==> config.mk <==
export PLATFORM = sky130hd
export DESIGN_NAME = seg_arbiter_flat
export DESIGN_NICKNAME = d
export VERILOG_FILES = /design/src/rtl/seg_arbiter_pkg.sv /design/src/rtl/seg_arbiter_if.sv /design/src/rtl/seg_hold_timer.sv /design/src/rtl/seg_arbiter.sv /design/src/flat_wrapper.sv
export SDC_FILE = /design/constraint.sdc
export NUM_CORES = 1
export LEC_CHECK = 0
export BUFFER_PORTS_ARGS = -buffer_cell sky130_fd_sc_hd__buf_2
export CELL_PAD_IN_SITES_DETAIL_PLACEMENT = 1
export CELL_PAD_IN_SITES_GLOBAL_PLACEMENT = 1
export CORE_ASPECT_RATIO = 1.75
export CORE_MARGIN = 2
export CORE_UTILIZATION = 30
export DETAILED_ROUTE_END_ITERATION = 12
export GPL_ROUTABILITY_DRIVEN = 0
export PLACE_DENSITY_LB_ADDON = 0.08
export RECOVER_POWER = 25
export SETUP_SLACK_MARGIN = 0.05
export SYNTH_ARGS = -nofsm -noshare
export SYNTH_HDL_FRONTEND = slang
export SYNTH_HIERARCHICAL = 1
export SYNTH_SLANG_ARGS = --single-unit
==> constraint.sdc <==
create_clock -name clk -period 6.25 [get_ports clk]
set_clock_uncertainty 0.2 [all_clocks]
set_input_delay 0.625 -clock clk [delete_from_list [all_inputs] [get_ports clk]]
set_output_delay 0.625 -clock clk [all_outputs]
set_load 0.05 [all_outputs]
==> src/rtl/seg_arbiter_pkg.sv <==
// Shared constants for the seg_arbiter slice: FSM encodings, the "no owner" grant code,
// the latched message record and small sizing/priority helpers.
package seg_arbiter_pkg;

  localparam int NUM_REQ = 3;

  localparam logic [1:0] ST_IDLE = 2'd0;
  localparam logic [1:0] ST_SHOW = 2'd1;
  localparam logic [1:0] ST_GAP  = 2'd2;

  localparam logic [1:0] GRANT_NONE = 2'd3;

  typedef struct packed {
    logic [31:0] value;
    logic [7:0]  en;
    logic        blink;
  } msg_t;

  // Bits needed to hold 0..max_count; never narrower than one bit.
  function automatic int cnt_width(input int max_count);
    return (max_count < 1) ? 1 : $clog2(max_count + 1);
  endfunction

  // Lowest-index asserted requester wins; GRANT_NONE when nobody asks.
  function automatic logic [1:0] first_req(input logic [NUM_REQ-1:0] valid);
    logic [1:0] idx;
    idx = GRANT_NONE;
    for (int i = NUM_REQ - 1; i >= 0; i--) begin
      if (valid[i]) idx = 2'(i);
    end
    return idx;
  endfunction

endpackage

==> src/rtl/seg_arbiter_if.sv <==
// Requester/base/display bundle between the message sources and seg_arbiter.
interface seg_arbiter_if
  import seg_arbiter_pkg::*;
();

  logic [31:0]          base_value;
  logic [7:0]           base_en;
  logic [NUM_REQ-1:0]   req_valid;
  logic [NUM_REQ*32-1:0] req_value;
  logic [NUM_REQ*8-1:0] req_en;
  logic [NUM_REQ-1:0]   req_blink;
  logic [NUM_REQ-1:0]   req_ready;
  logic [31:0]          seg_value;
  logic [7:0]           seg_en;
  logic [1:0]           grant;
  logic                 busy;

  modport master (
    output base_value, base_en, req_valid, req_value, req_en, req_blink,
    input  req_ready, seg_value, seg_en, grant, busy
  );

  modport slave (
    input  base_value, base_en, req_valid, req_value, req_en, req_blink,
    output req_ready, seg_value, seg_en, grant, busy
  );

endinterface

==> src/rtl/seg_hold_timer.sv <==
// Message hold timer plus blink phase generator; both restart on load.
module seg_hold_timer
  import seg_arbiter_pkg::*;
#(
  parameter int HOLD_CYCLES  = 50_000_000,
  parameter int BLINK_CYCLES = 12_500_000
) (
  input  logic clk,
  input  logic rst_n,
  input  logic load,
  input  logic count,
  output logic expire,
  output logic phase    // blink phase for the cycle after this one
);

  localparam int HOLD_W  = cnt_width(HOLD_CYCLES);
  localparam int BLINK_W = cnt_width(BLINK_CYCLES);
  localparam logic [HOLD_W-1:0]  HOLD_LAST  = HOLD_W'(HOLD_CYCLES - 1);
  localparam logic [BLINK_W-1:0] BLINK_LAST = BLINK_W'(BLINK_CYCLES - 1);

  logic [HOLD_W-1:0]  hold_cnt_q, hold_cnt_d;
  logic [BLINK_W-1:0] blink_cnt_q, blink_cnt_d;
  logic               phase_q, phase_d;
  logic               hold_last, blink_last;

  assign hold_last  = (hold_cnt_q == HOLD_LAST);
  assign blink_last = (blink_cnt_q == BLINK_LAST);
  assign expire     = count & hold_last;
  assign phase      = phase_d;

  always_comb begin
    // NOTE: defaults first so every path assigns every output and no latch is inferred.
    hold_cnt_d  = hold_cnt_q;
    blink_cnt_d = blink_cnt_q;
    phase_d     = phase_q;
    if (load) begin
      hold_cnt_d  = '0;
      blink_cnt_d = '0;
      phase_d     = 1'b1;
    end else if (count) begin
      // The hold count parks on its terminal value instead of wrapping.
      if (!hold_last) hold_cnt_d = hold_cnt_q + 1'b1;
      if (blink_last) begin
        blink_cnt_d = '0;
        phase_d     = ~phase_q;
      end else begin
        blink_cnt_d = blink_cnt_q + 1'b1;
      end
    end
  end

  // NOTE: state flops use non-blocking assignments so all of them sample pre-edge values.
  always_ff @(posedge clk or negedge rst_n) begin
    if (!rst_n) begin
      hold_cnt_q  <= '0;
      blink_cnt_q <= '0;
      phase_q     <= 1'b1;
    end else begin
      hold_cnt_q  <= hold_cnt_d;
      blink_cnt_q <= blink_cnt_d;
      phase_q     <= phase_d;
    end
  end

endmodule

==> src/rtl/seg_arbiter.sv <==
// Three-source message arbiter for the 7-segment display: base content when idle, a
// granted message for a fixed hold time (optionally blinking), then a short blank gap.
module seg_arbiter
  import seg_arbiter_pkg::*;
#(
  parameter int HOLD_CYCLES  = 50_000_000,
  parameter int BLINK_CYCLES = 12_500_000,
  parameter int GAP_CYCLES   = 2
) (
  input logic          clk,
  input logic          rst_n,
  seg_arbiter_if.slave bus
);

  localparam bit HAS_GAP = (GAP_CYCLES > 0);
  localparam int GAP_W   = cnt_width(GAP_CYCLES);
  localparam logic [GAP_W-1:0] GAP_LAST = GAP_W'(HAS_GAP ? GAP_CYCLES - 1 : 0);

  logic [1:0]       state_q, state_d;
  msg_t             msg_q, msg_d;
  logic [1:0]       owner_q, owner_d;
  logic [GAP_W-1:0] gap_cnt_q, gap_cnt_d;
  logic [31:0]      seg_value_q, seg_value_d;
  logic [7:0]       seg_en_q, seg_en_d;
  logic [1:0]       grant_q, grant_d;
  logic             busy_q, busy_d;

  logic [NUM_REQ-1:0]       ready;
  logic [NUM_REQ-1:0][31:0] req_value_arr;
  logic [NUM_REQ-1:0][7:0]  req_en_arr;
  logic [1:0]               pick;
  logic                     any_req, take, load, count, expire, phase;

  assign req_value_arr = bus.req_value;
  assign req_en_arr    = bus.req_en;
  assign pick          = first_req(bus.req_valid);
  assign any_req       = (pick != GRANT_NONE);
  assign count         = (state_q == ST_SHOW);

  seg_hold_timer #(
    .HOLD_CYCLES  (HOLD_CYCLES),
    .BLINK_CYCLES (BLINK_CYCLES)
  ) u_timer (
    .clk    (clk),
    .rst_n  (rst_n),
    .load   (load),
    .count  (count),
    .expire (expire),
    .phase  (phase)
  );

  always_comb begin
    state_d   = state_q;
    msg_d     = msg_q;
    owner_d   = owner_q;
    gap_cnt_d = gap_cnt_q;
    ready     = '0;
    load      = 1'b0;
    take      = 1'b0;
    case (state_q)
      ST_IDLE: take = any_req;
      ST_SHOW: begin
        // Expiry wins: nothing is accepted on the last SHOW cycle, not even a preempt.
        if (expire) begin
          state_d   = HAS_GAP ? ST_GAP : ST_IDLE;
          gap_cnt_d = '0;
        end else begin
          take = any_req && (pick < owner_q);
        end
      end
      ST_GAP: begin
        if (gap_cnt_q == GAP_LAST) state_d = ST_IDLE;
        else                       gap_cnt_d = gap_cnt_q + 1'b1;
      end
      default: state_d = ST_IDLE;
    endcase
    if (take) begin
      state_d = ST_SHOW;
      load    = 1'b1;
      owner_d = pick;
      ready   = {{(NUM_REQ-1){1'b0}}, 1'b1} << pick;
      msg_d   = '{value: req_value_arr[pick], en: req_en_arr[pick], blink: bus.req_blink[pick]};
    end
  end

  // Display registers are loaded from the next state so content lags accept by one cycle.
  always_comb begin
    seg_value_d = bus.base_value;
    seg_en_d    = bus.base_en;
    grant_d     = GRANT_NONE;
    busy_d      = 1'b0;
    case (state_d)
      ST_SHOW: begin
        seg_value_d = msg_d.value;
        seg_en_d    = msg_d.blink ? (msg_d.en & {8{phase}}) : msg_d.en;
        grant_d     = owner_d;
        busy_d      = 1'b1;
      end
      ST_GAP: begin
        seg_value_d = msg_d.value;
        seg_en_d    = '0;
        busy_d      = 1'b1;
      end
      default: ;
    endcase
  end

  always_ff @(posedge clk or negedge rst_n) begin
    if (!rst_n) begin
      state_q     <= ST_IDLE;
      msg_q       <= '0;
      owner_q     <= GRANT_NONE;
      gap_cnt_q   <= '0;
      seg_value_q <= '0;
      seg_en_q    <= '0;
      grant_q     <= GRANT_NONE;
      busy_q      <= 1'b0;
    end else begin
      state_q     <= state_d;
      msg_q       <= msg_d;
      owner_q     <= owner_d;
      gap_cnt_q   <= gap_cnt_d;
      seg_value_q <= seg_value_d;
      seg_en_q    <= seg_en_d;
      grant_q     <= grant_d;
      busy_q      <= busy_d;
    end
  end

  // The accept pulse is combinational, so it is masked while reset is held.
  assign bus.req_ready = ready & {NUM_REQ{rst_n}};
  assign bus.seg_value = seg_value_q;
  assign bus.seg_en    = seg_en_q;
  assign bus.grant     = grant_q;
  assign bus.busy      = busy_q;

endmodule

==> src/flat_wrapper.sv <==
// flat-port wrapper written by rule: the top's interface ports become plain ports
module seg_arbiter_flat import seg_arbiter_pkg::*;
#(
  parameter int HOLD_CYCLES  = 50_000_000,
  parameter int BLINK_CYCLES = 12_500_000,
  parameter int GAP_CYCLES   = 2
)
  (clk, rst_n, bus_base_value, bus_base_en, bus_req_valid, bus_req_value, bus_req_en, bus_req_blink, bus_req_ready, bus_seg_value, bus_seg_en, bus_grant, bus_busy);
  seg_arbiter_if bus_i ();
  input logic clk;
  input logic rst_n;
  input wire logic [$bits(bus_i.base_value)-1:0] bus_base_value;
  input wire logic [$bits(bus_i.base_en)-1:0] bus_base_en;
  input wire logic [$bits(bus_i.req_valid)-1:0] bus_req_valid;
  input wire logic [$bits(bus_i.req_value)-1:0] bus_req_value;
  input wire logic [$bits(bus_i.req_en)-1:0] bus_req_en;
  input wire logic [$bits(bus_i.req_blink)-1:0] bus_req_blink;
  output wire logic [$bits(bus_i.req_ready)-1:0] bus_req_ready;
  output wire logic [$bits(bus_i.seg_value)-1:0] bus_seg_value;
  output wire logic [$bits(bus_i.seg_en)-1:0] bus_seg_en;
  output wire logic [$bits(bus_i.grant)-1:0] bus_grant;
  output wire logic [$bits(bus_i.busy)-1:0] bus_busy;
  assign bus_i.base_value = bus_base_value;
  assign bus_i.base_en = bus_base_en;
  assign bus_i.req_valid = bus_req_valid;
  assign bus_i.req_value = bus_req_value;
  assign bus_i.req_en = bus_req_en;
  assign bus_i.req_blink = bus_req_blink;
  assign bus_req_ready = bus_i.req_ready;
  assign bus_seg_value = bus_i.seg_value;
  assign bus_seg_en = bus_i.seg_en;
  assign bus_grant = bus_i.grant;
  assign bus_busy = bus_i.busy;
  seg_arbiter #(.HOLD_CYCLES(HOLD_CYCLES), .BLINK_CYCLES(BLINK_CYCLES), .GAP_CYCLES(GAP_CYCLES)) u_core (.clk(clk), .rst_n(rst_n), .bus(bus_i));
endmodule
==> flow_summary_export.csv, run 1 <==
group,metric,value,unit
floorplanning,initial_core_util,30.31,%
grt,grt_pass1_vias,7294,
critical_path,arrival,4510,ps
drt,wl_per_cell,17.91,um
job,drv_cap,0,
timing,tns,0,ps
clock_network,numCtsBuffers,17,
critical_path,cp_slowest_cell,"inv_2",
logic_synthesis,synthCells,804,
logic_synthesis,synth.distinct_cells,57,
timing,finalCriticalPeriod,4362,ps
drt,postRouteAntennaNets,0,
logic_synthesis,synthArstFlopShare,100.0,%
cells_and_area,utilization,38.09,%
floorplanning,placementRows,75,
critical_path,reg2reg_depth,13,
drt,viasPerCell,5.096,
logic_synthesis,syn-num-nets,981,
clock_network,cts_tree,"done",
grt,overflow,0,
logic_synthesis,synth_compound_area_share,16.47,%
critical_path,crit_required,6390,ps
power,total_power,0.003611,W
critical_path,crit_fanout,65,
critical_path,worst_r2r_endpoint,"u_core/bus.seg_value[28]$_DFF_PN0_",
clock_network,cts-resized-gates,0,
logic_synthesis,synth_fa_ha_area_share,1.558,%
power,power.density,397.7,nW/um2
logic_synthesis,synth-seq-cells,141,
drt,drc,0,
critical_path,endpoint_kind,"flip-flop",
power,p_leak,4.345,nW
drt,first_pass_iters,4,
clock_network,clk_path_buf_depth,2,
clock_network,cts.sinks,141,
logic_synthesis,synth_area,7226,um2
timing,slew_headroom,24.78,%
critical_path,cpPeakStageDelay,800,ps
clock_network,hold_buffers,0,
logic_synthesis,synth_seq_area_share,48.92,%
floorplanning,fp.dieW,121.3,um
critical_path,reg2reg_setup_slack,1890,ps
logic_synthesis,synth_edf_count,0,
logic_synthesis,yosys_warnings,6,
place,place_hpwl,16930,um
cells_and_area,mostFrequentLayoutCell,"buf_2",
clock_network,h-tree-depth,4,
timing,grt_setup_unrepaired,"false",
critical_path,crit_path_start_kind,"flip-flop",
clock_network,clk_pin_slew,60,ps
logic_synthesis,ys.flop_type,"dfrtp_1",
logic_synthesis,avgSynthCellArea,8.987,um2
grt,grt_usage,19.73,%
timing,hold_viol,0,
timing,finalCritPeriodShare,69.80,%
cells_and_area,layout_common_cells,"200 x buf_2, 139 x nand2_1, 136 x dfrtp_1",
floorplanning,die_area,25390,um2
grt,grt_max_degree,89,
logic_synthesis,synth_mux_area_share,0.3636,%
clock_network,clkLatencyLatePin,430,ps
min_path,hold_path.class,"input port to async pin",
timing,slew_viol_final,0,
cells_and_area,nets,1169,
cells_and_area,area.growth.synth_to_final,25.66,%
clock_network,cts_root_buf,"clkbuf_16",
critical_path,worstSetupPathType,"flip-flop to flip-flop",
drt,wl,23530,um
clock_network,cts_setup_buffers,0,
cells_and_area,multi_input_area,3351,um2
grt,antenna_found_initial,4,
floorplanning,die_y,209.3,um
cells_and_area,seq_area,3535,um2
logic_synthesis,yosys.area_share.simple,23.76,%
floorplanning,core_area,23840,um2
grt,grt_pass1_wl,38900,um
power,irDropWorstVdd,204.1,uV
timing,worst_hold_slack,6.797,ps
drt,drtIter0Drc,245,
floorplanning,io_pins,214,
timing,tightestPinTransition,1128,ps
timing,fmax,229.2,MHz
logic_synthesis,synth_top_family_by_area,"simple AND/OR/NAND/NOR gates",
run_status,status,"finished, final reports clean",
place,numPortBuffers,213,
logic_synthesis,synth_xor_area_share,4.121,%
critical_path,r2r_start,"u_core/u_timer/hold_cnt_q[0]$_DFFE_PN0P_",
critical_path,cp_cell_sequence,"ha_1, nand4b_1, nor3_1, and4_1, nor4b_1, nor2_1, a21bo_4, nand2_1, ha_1, buf_4, inv_2, nor2_1, a31oi_1",
cells_and_area,layout-drive-gt1-share,26.69,%
cells_and_area,fillCellCount,2896,
timing,final-setup-viol-count,0,
drt,vias,6696,
-- cells in the mapped netlist, drive strengths merged, types with 2 or more instances --
master,n,area (um2)
ha,9,112.6
nand4,19,125.1
o21bai,2,18.77
nand2,139,521.8
nor4,9,71.32
dfstp,5,131.4
nand4b,3,26.28
nand3,57,285.3
o31ai,11,122.6
and2,3,18.77
buf,17,112.6
a21oi,15,75.07
or4,2,15.01
o211ai,3,22.52
a31oi,35,219.0
a21o,4,30.03
or3,7,43.79
nor2,79,296.5
and4,6,52.55
o21ai,52,264.0
xor2,19,166.4
a22oi,48,360.4
mux2,2,26.27
clkbuf,36,145.1
nor3,18,95.09
a22o,2,17.52
dfrtp,136,3403
nor2b,4,25.02
xnor2,15,131.4
inv,24,90.09
and3,6,40.03
nand2b,4,25.02
and4bb,2,25.02
-- worst max-delay path: cells and delay by family (launching register included) --
family          cells  cell delay [ps]
compound gates      2              800
fa+ha+maj           2              590
buf+inv             2             1010
flops               1              410
simple gates        7             1200
-- metal layers --
| metal | share of wire, % | track usage (%) |
|---|---|---|
| met2 | 55 | 35.74 |
| met5 | 0.055 | 0 |
| met4 | 1.7 | 6.817 |
| met1 | 39 | 21.95 |
| met3 | 4.8 | 5.272 |
-- per-stage QoR --
| step | area (um2) | cells | setup WS, ps |
|---|---|---|---|
| floorplan | 7226 | 804 | 2082 |
| global placement | 8501 | 1281 | 1943 |
| detailed placement | 8501 | 1281 | 1828 |
| CTS | 9090 | 1312 | 1806 |
| global route | 9080 | 1314 | 1326 |
| finish | 9080 | 1314 | 1888 |
-- worst max-delay path by stage --
stage                                                    from                                    endpoint  slack, ps  cells past startpoint
floorplan                                    bus_req_valid[0]          u_core/bus.seg_value[14]$_DFF_PN0_       2080                     18
global route        u_core/u_timer/hold_cnt_q[18]$_DFFE_PN0P_          u_core/bus.seg_value[13]$_DFF_PN0_       1330                     12
finish               u_core/u_timer/hold_cnt_q[0]$_DFFE_PN0P_          u_core/bus.seg_value[28]$_DFF_PN0_       1890                     13
global placement                             bus_req_valid[1]  u_core/u_timer/blink_cnt_q[22]$_DFFE_PN0P_       1940                     12
detailed placement                           bus_req_valid[0]          u_core/bus.seg_value[28]$_DFF_PN0_       1830                     10
CTS                 u_core/u_timer/hold_cnt_q[18]$_DFFE_PN0P_          u_core/bus.seg_value[28]$_DFF_PN0_       1810                     12
-- flip-flops by register name (all words and copies together) (netlist names), 2 cells and up --
register,cells
u_core/state_q,2
u_core/bus.seg_value,32
u_core/bus.seg_en,8
u_core/gap_cnt_q,2
u_core/owner_q,2
u_core/msg_q,41
u_core/bus.grant,2
u_core/u_timer/blink_cnt_q,24
u_core/u_timer/hold_cnt_q,26
-- power breakdown --
part / switching [W] / internal [W] / total, W / leakage (nW)
sequential: 0.0000997 / 0.00118 / 0.00128 / 1.83
combinational: 0.000959 / 0.000339 / 0.00130 / 2.23
clock: 0.000399 / 0.000632 / 0.00103 / 0.284
total: 0.00146 / 0.00215 / 0.00361 / 4.35
-- logic make-up (layout without fill, tap and decap cells) --
kind of cell | Yosys count | count (layout)
compound gates | 178 | 178
xor+xnor | 34 | 34
fa+ha+maj | 9 | 9
buf+inv | 77 | 277
flops | 141 | 141
mux | 2 | 2
other cells | 0 | 2
simple gates | 363 | 363
-- layout make-up --
class | count | area share [%]
Antenna cell | 2 | 0.05512
Clock buffer | 19 | 4.878
Clock inverter | 12 | 1.612
Inverter | 24 | 0.9921
Multi-Input combinational cell | 586 | 36.90
Sequential cell | 141 | 38.93
Tap cell | 308 | 4.244
Timing Repair Buffer | 222 | 12.39
(Power assumes the default switching activity.)
==> run 2, diff against run 1 <==
==> constraint.sdc (replaced) <==
create_clock -name clk -period 4.3 [get_ports clk]
set_clock_uncertainty 0.2 [all_clocks]
set_input_delay 0.43 -clock clk [delete_from_list [all_inputs] [get_ports clk]]
set_output_delay 0.43 -clock clk [all_outputs]
set_load 0.05 [all_outputs]
==> flow_summary_export.csv, run 2 (synthesized netlist as in run 1, its figures left out) <==
group,metric,value,unit
run_status,status,"finished, final reports clean",
timing,fmax,265.9,MHz
timing,slew_viol_final,0,
drt,wl_per_cell,17.58,um
grt,grt_pass1_vias,7233,
grt,antenna_found_initial,2,
timing,final-setup-viol-count,0,
power,p_leak,4.319,nW
clock_network,cts.sinks,141,
drt,viasPerCell,5.020,
critical_path,crit_required,4460,ps
drt,first_pass_iters,4,
critical_path,arrival,3920,ps
clock_network,numCtsBuffers,17,
drt,postRouteAntennaNets,0,
critical_path,crit_fanout,36,
timing,grt_setup_unrepaired,"false",
cells_and_area,area.growth.synth_to_final,26.60,%
timing,hold_viol,0,
floorplanning,initial_core_util,30.31,%
clock_network,clk_path_buf_depth,2,
cells_and_area,fillCellCount,2921,
place,place_hpwl,16920,um
drt,vias,6637,
clock_network,hold_buffers,2,
cells_and_area,layout-drive-gt1-share,24.83,%
floorplanning,die_area,25390,um2
clock_network,clkLatencyLatePin,440,ps
drt,drc,0,
critical_path,worstSetupPathType,"flip-flop to flip-flop",
cells_and_area,mostFrequentLayoutCell,"buf_2",
cells_and_area,seq_area,3535,um2
cells_and_area,largest_register,"u_core/msg_q",
critical_path,cp_slowest_cell,"dfrtp_1",
power,power.density,576.0,nW/um2
floorplanning,placementRows,75,
cells_and_area,multi_input_area,3351,um2
cells_and_area,layout_common_cells,"177 x buf_2, 139 x nand2_1, 136 x dfrtp_1",
clock_network,cts_root_buf,"clkbuf_16",
floorplanning,io_pins,214,
grt,overflow,0,
critical_path,cpPeakStageDelay,440,ps
drt,drtIter0Drc,233,
timing,finalCritPeriodShare,87.45,%
clock_network,h-tree-depth,4,
floorplanning,die_y,209.3,um
job,drv_cap,0,
drt,wl,23240,um
power,irDropWorstVdd,325.5,uV
timing,slew_headroom,49.21,%
grt,grt_pass1_wl,38140,um
cells_and_area,largest_reg_flops,41,
critical_path,cp_cell_sequence,"nor4bb_1, and4b_1, and4_1, and4bb_2, o21ai_2, a21bo_4, nand2_1, ha_1, buf_4, inv_2, buf_12, nor2_1, a31oi_1",
cells_and_area,stdcell_count,1322,
timing,tns,0,ps
grt,grt_max_degree,95,
critical_path,crit_path_start_kind,"flip-flop",
clock_network,clk_pin_slew,60,ps
timing,finalCriticalPeriod,3760,ps
floorplanning,core_area,23840,um2
floorplanning,fp.dieW,121.3,um
place,dp.cells,1285,
grt,grt_usage,19.46,%
min_path,hold_path.class,"input port to flip-flop",
timing,tightestPinTransition,761.8,ps
cells_and_area,nets,1175,
place,numPortBuffers,213,
clock_network,cts-resized-gates,0,
clock_network,cts_setup_buffers,0,
clock_network,cts_tree,"done",
critical_path,endpoint_kind,"flip-flop",
run 2: changes by cell type in the layout (fill, tap and decap cells not counted), moves of 2 or more:
| cell | change |
|---|---|
| buf_2 | -23 |
| dlygate4sd3_1 | +2 |
| buf_4 | +2 |
| clkinv_4 | +3 |
| clkbuf_1 | +22 |
| buf_12 | +2 |
run 2: metal layers:
metal | routed length, um | share of wire, % | track usage (%)
met4 | 527 | 2.3 | 7.927
met2 | 12510 | 54 | 34.17
met5 | 0 | 0 | 0
met1 | 8926 | 38 | 21.87
met3 | 1277 | 5.5 | 5.598
run 2: layout make-up:
type / instances / area share [%]
clock buffer: 18 / 4.801
tap: 308 / 4.213
timing repair buffer: 228 / 12.80
multi-input combinational: 586 / 36.63
antenna: 3 / 0.08207
inverter: 24 / 0.9848
clock inverter: 14 / 1.847
sequential: 141 / 38.64
run 2: worst paths after layout:
check	startpoint	to	slack, ps	cells past startpoint
setup / recovery	u_core/u_timer/hold_cnt_q[18]$_DFFE_PN0P_	u_core/bus.seg_value[9]$_DFF_PN0_	540	13
min in group asynchronous	rst_n	u_core/bus.seg_en[6]$_DFF_PN0_	300	2
hold reg to reg	u_core/msg_q[17]$_DFF_PN0_	u_core/msg_q[17]$_DFF_PN0_	270	2
hold / removal	bus_base_en[6]	u_core/bus.seg_en[6]$_DFF_PN0_	10	3
max in group asynchronous	rst_n	u_core/owner_q[0]$_DFF_PN1_	2680	3
setup reg to reg	u_core/u_timer/hold_cnt_q[18]$_DFFE_PN0P_	u_core/bus.seg_value[9]$_DFF_PN0_	540	13
run 2: report_power, final:
part           total [W]  internal (W)  leakage [nW]  switching (W)
Combinational    0.00188      0.000483          2.20        0.00140
Sequential       0.00186       0.00172          1.83       0.000142
Clock            0.00153      0.000926         0.296       0.000601
Total            0.00527       0.00313          4.32        0.00214
run 2: stage by stage:
step | area [um2] | total power [W] | hold slack, ps | setup WS (ps) | util, %
after global placement | 8556 | 0.003821 | 217.6 | 594.8 | 35.89
after CTS | 9184 | 0.005396 | 0.2391 | 462.4 | 38.53
after global routing | 9145 | 0.005605 | 15.55 | 106.9 | 38.37
final | 9148 | 0.005269 | 13.06 | 539.8 | 38.38
after detailed placement | 8556 | 0.003836 | 218.5 | 492.6 | 35.89
after floorplan | 7226 | 0.003273 | -65.59 | 327.2 | -
run 2: worst max-delay path, delay by kind of cell (launching register included):
kind            cells  cell delay (ps)
buf+inv             3              910
compound gates      3              580
flops               1              440
simple gates        6             1220
fa+ha+maj           1              310
==> run 3, diff against run 2 <==
--- a/config.mk
+++ b/config.mk
@@ -6,7 +6,7 @@
 export NUM_CORES = 1
 export LEC_CHECK = 0
 export BUFFER_PORTS_ARGS = -buffer_cell sky130_fd_sc_hd__buf_2
-export CELL_PAD_IN_SITES_DETAIL_PLACEMENT = 1
+export CELL_PAD_IN_SITES_DETAIL_PLACEMENT = 0
 export CELL_PAD_IN_SITES_GLOBAL_PLACEMENT = 1
 export CORE_ASPECT_RATIO = 1.75
 export CORE_MARGIN = 2
==> flow_summary_export.csv, run 3 (synthesized netlist as in run 1, its figures left out) <==
group,metric,value,unit
critical_path,worstSetupPathType,"flip-flop to flip-flop",
floorplanning,placementRows,75,
power,power.density,577.0,nW/um2
cells_and_area,nets,1174,
cells_and_area,largest_reg_flops,41,
cells_and_area,stdcell_count,1319,
drt,wl_per_cell,17.03,um
timing,slew_headroom,49.00,%
drt,vias,6523,
place,dp.cells,1285,
clock_network,cts.sinks,141,
drt,viasPerCell,4.945,
floorplanning,fp.dieW,121.3,um
timing,tightestPinTransition,765.0,ps
floorplanning,io_pins,214,
power,irDropWorstVdd,264.8,uV
floorplanning,die_area,25390,um2
cells_and_area,layout_common_cells,"177 x buf_2, 139 x nand2_1, 136 x dfrtp_1",
grt,grt_max_degree,95,
grt,overflow,0,
floorplanning,core_area,23840,um2
clock_network,clkLatencyLatePin,420,ps
critical_path,crit_required,4440,ps
clock_network,h-tree-depth,4,
timing,tns,0,ps
grt,grt_pass1_vias,6869,
timing,slew_viol_final,0,
drt,drc,0,
timing,final-setup-viol-count,0,
floorplanning,die_y,209.3,um
critical_path,crit_path_start_kind,"flip-flop",
grt,antenna_found_initial,1,
clock_network,clk_pin_slew,60,ps
min_path,hold_path.class,"input port to flip-flop",
grt,grt_usage,18.70,%
timing,fmax,266.5,MHz
cells_and_area,layout-drive-gt1-share,24.75,%
run_status,status,"finished, final reports clean",
clock_network,cts_root_buf,"clkbuf_16",
critical_path,endpoint_kind,"flip-flop",
drt,first_pass_iters,4,
job,drv_cap,0,
timing,finalCriticalPeriod,3752,ps
grt,grt_pass1_wl,36920,um
cells_and_area,fillCellCount,2586,
drt,wl,22470,um
place,numPortBuffers,213,
drt,drtIter0Drc,305,
power,total_power,0.005275,W
critical_path,arrival,3890,ps
cells_and_area,largest_register,"u_core/msg_q",
clock_network,cts_tree,"done",
timing,hold_viol,0,
floorplanning,initial_core_util,30.31,%
drt,postRouteAntennaNets,0,
place,place_hpwl,16220,um
clock_network,clk_path_buf_depth,2,
clock_network,cts_setup_buffers,0,
power,p_leak,4.312,nW
timing,finalCritPeriodShare,87.26,%
clock_network,numCtsBuffers,17,
cells_and_area,mostFrequentLayoutCell,"buf_2",
critical_path,crit_fanout,36,
timing,grt_setup_unrepaired,"false",
cells_and_area,area.growth.synth_to_final,26.53,%
==> run 3: cell types whose count changed in the layout (fill, tap and decap cells not counted) <==
cell	previous run	this run
clkinv_4	4	3
clkinvlp_4	2	3
clkbuf_1	35	36
inv_6	1	2
dlygate4sd3_1	2	1
clkinv_2	4	1
diode_2	3	1
clkbuf_8	1	2
==> run 3: routing by layer <==
metal  up-vias  track usage, %  part of all wire [%]  wire length (um)
li1       3226               -                     -                 -
met1      3106           22.04                    40              8916
met2       165           32.68                    53             11850
met3        26           4.810                   5.4              1214
met4         0           6.381                   2.1               481
met5         -               0                     0                 0
==> run 3: layout make-up <==
cell class                 count  area [um2]  share of cell area (%)
timing repair buffer         227        1161                   12.70
tap                          308       385.4                   4.215
multi-input combinational    586        3351                   36.65
clock inverter                12       161.4                   1.765
inverter                      24       90.09                  0.9854
antenna                        1       2.502                 0.02737
sequential                   141        3535                   38.66
clock buffer                  20       456.7                   4.995
==> run 3: per-stage QoR <==
step / hold slack, ps / utilization [%] / setup WS [ps] / instance area [um2]
2_1_floorplan: -65.59 / - / 327.2 / 7226
3_3_place_gp: 217.6 / 35.89 / 594.8 / 8556
3_5_place_dp: 217.1 / 35.89 / 474.9 / 8556
4_1_cts: 18.29 / 38.53 / 466.5 / 9184
5_1_grt: 28.45 / 38.36 / 213.9 / 9143
6_report: 36.99 / 38.36 / 547.7 / 9143
==> run 3: final timing paths <==
kind | from | end | slack (ps) | cells after the start
worst max-delay path | u_core/u_timer/hold_cnt_q[18]$_DFFE_PN0P_ | u_core/bus.seg_value[13]$_DFF_PN0_ | 550 | 13
worst min-delay path | bus_base_en[6] | u_core/bus.seg_en[6]$_DFF_PN0_ | 40 | 3
worst max register to register | u_core/u_timer/hold_cnt_q[18]$_DFFE_PN0P_ | u_core/bus.seg_value[13]$_DFF_PN0_ | 550 | 13
worst min register to register | u_core/msg_q[21]$_DFF_PN0_ | u_core/msg_q[21]$_DFF_PN0_ | 270 | 2
max in group asynchronous | rst_n | u_core/msg_q[16]$_DFF_PN0_ | 2670 | 3
min in group asynchronous | rst_n | u_core/u_timer/blink_cnt_q[11]$_DFFE_PN0P_ | 330 | 2
==> run 3: power breakdown <==
part           internal (W)  switching, W  leakage [nW]  total, W
Clock              0.000948      0.000594         0.293   0.00154
Combinational      0.000482       0.00139          2.19   0.00187
Sequential          0.00172      0.000140          1.83   0.00186
Total               0.00315       0.00213          4.31   0.00528
==> run 3: worst max-delay path, stage by stage (launching register included) <==
cell and delay, ps:
dfrtp_1 440, nor4bb_1 270, and4b_1 230, and4_1 260
and4bb_2 270, o21ai_2 80, a21bo_4 340, nand2_1 120
ha_1 300, buf_4 210, inv_2 430, buf_12 270
nor2_1 70, a31oi_1 150
==> run 3: timing repair <==
action / CTS / global route
hold buffers: 1 / 0
resized for setup: 0 / 0
hold endpoints to repair: 46 / 0
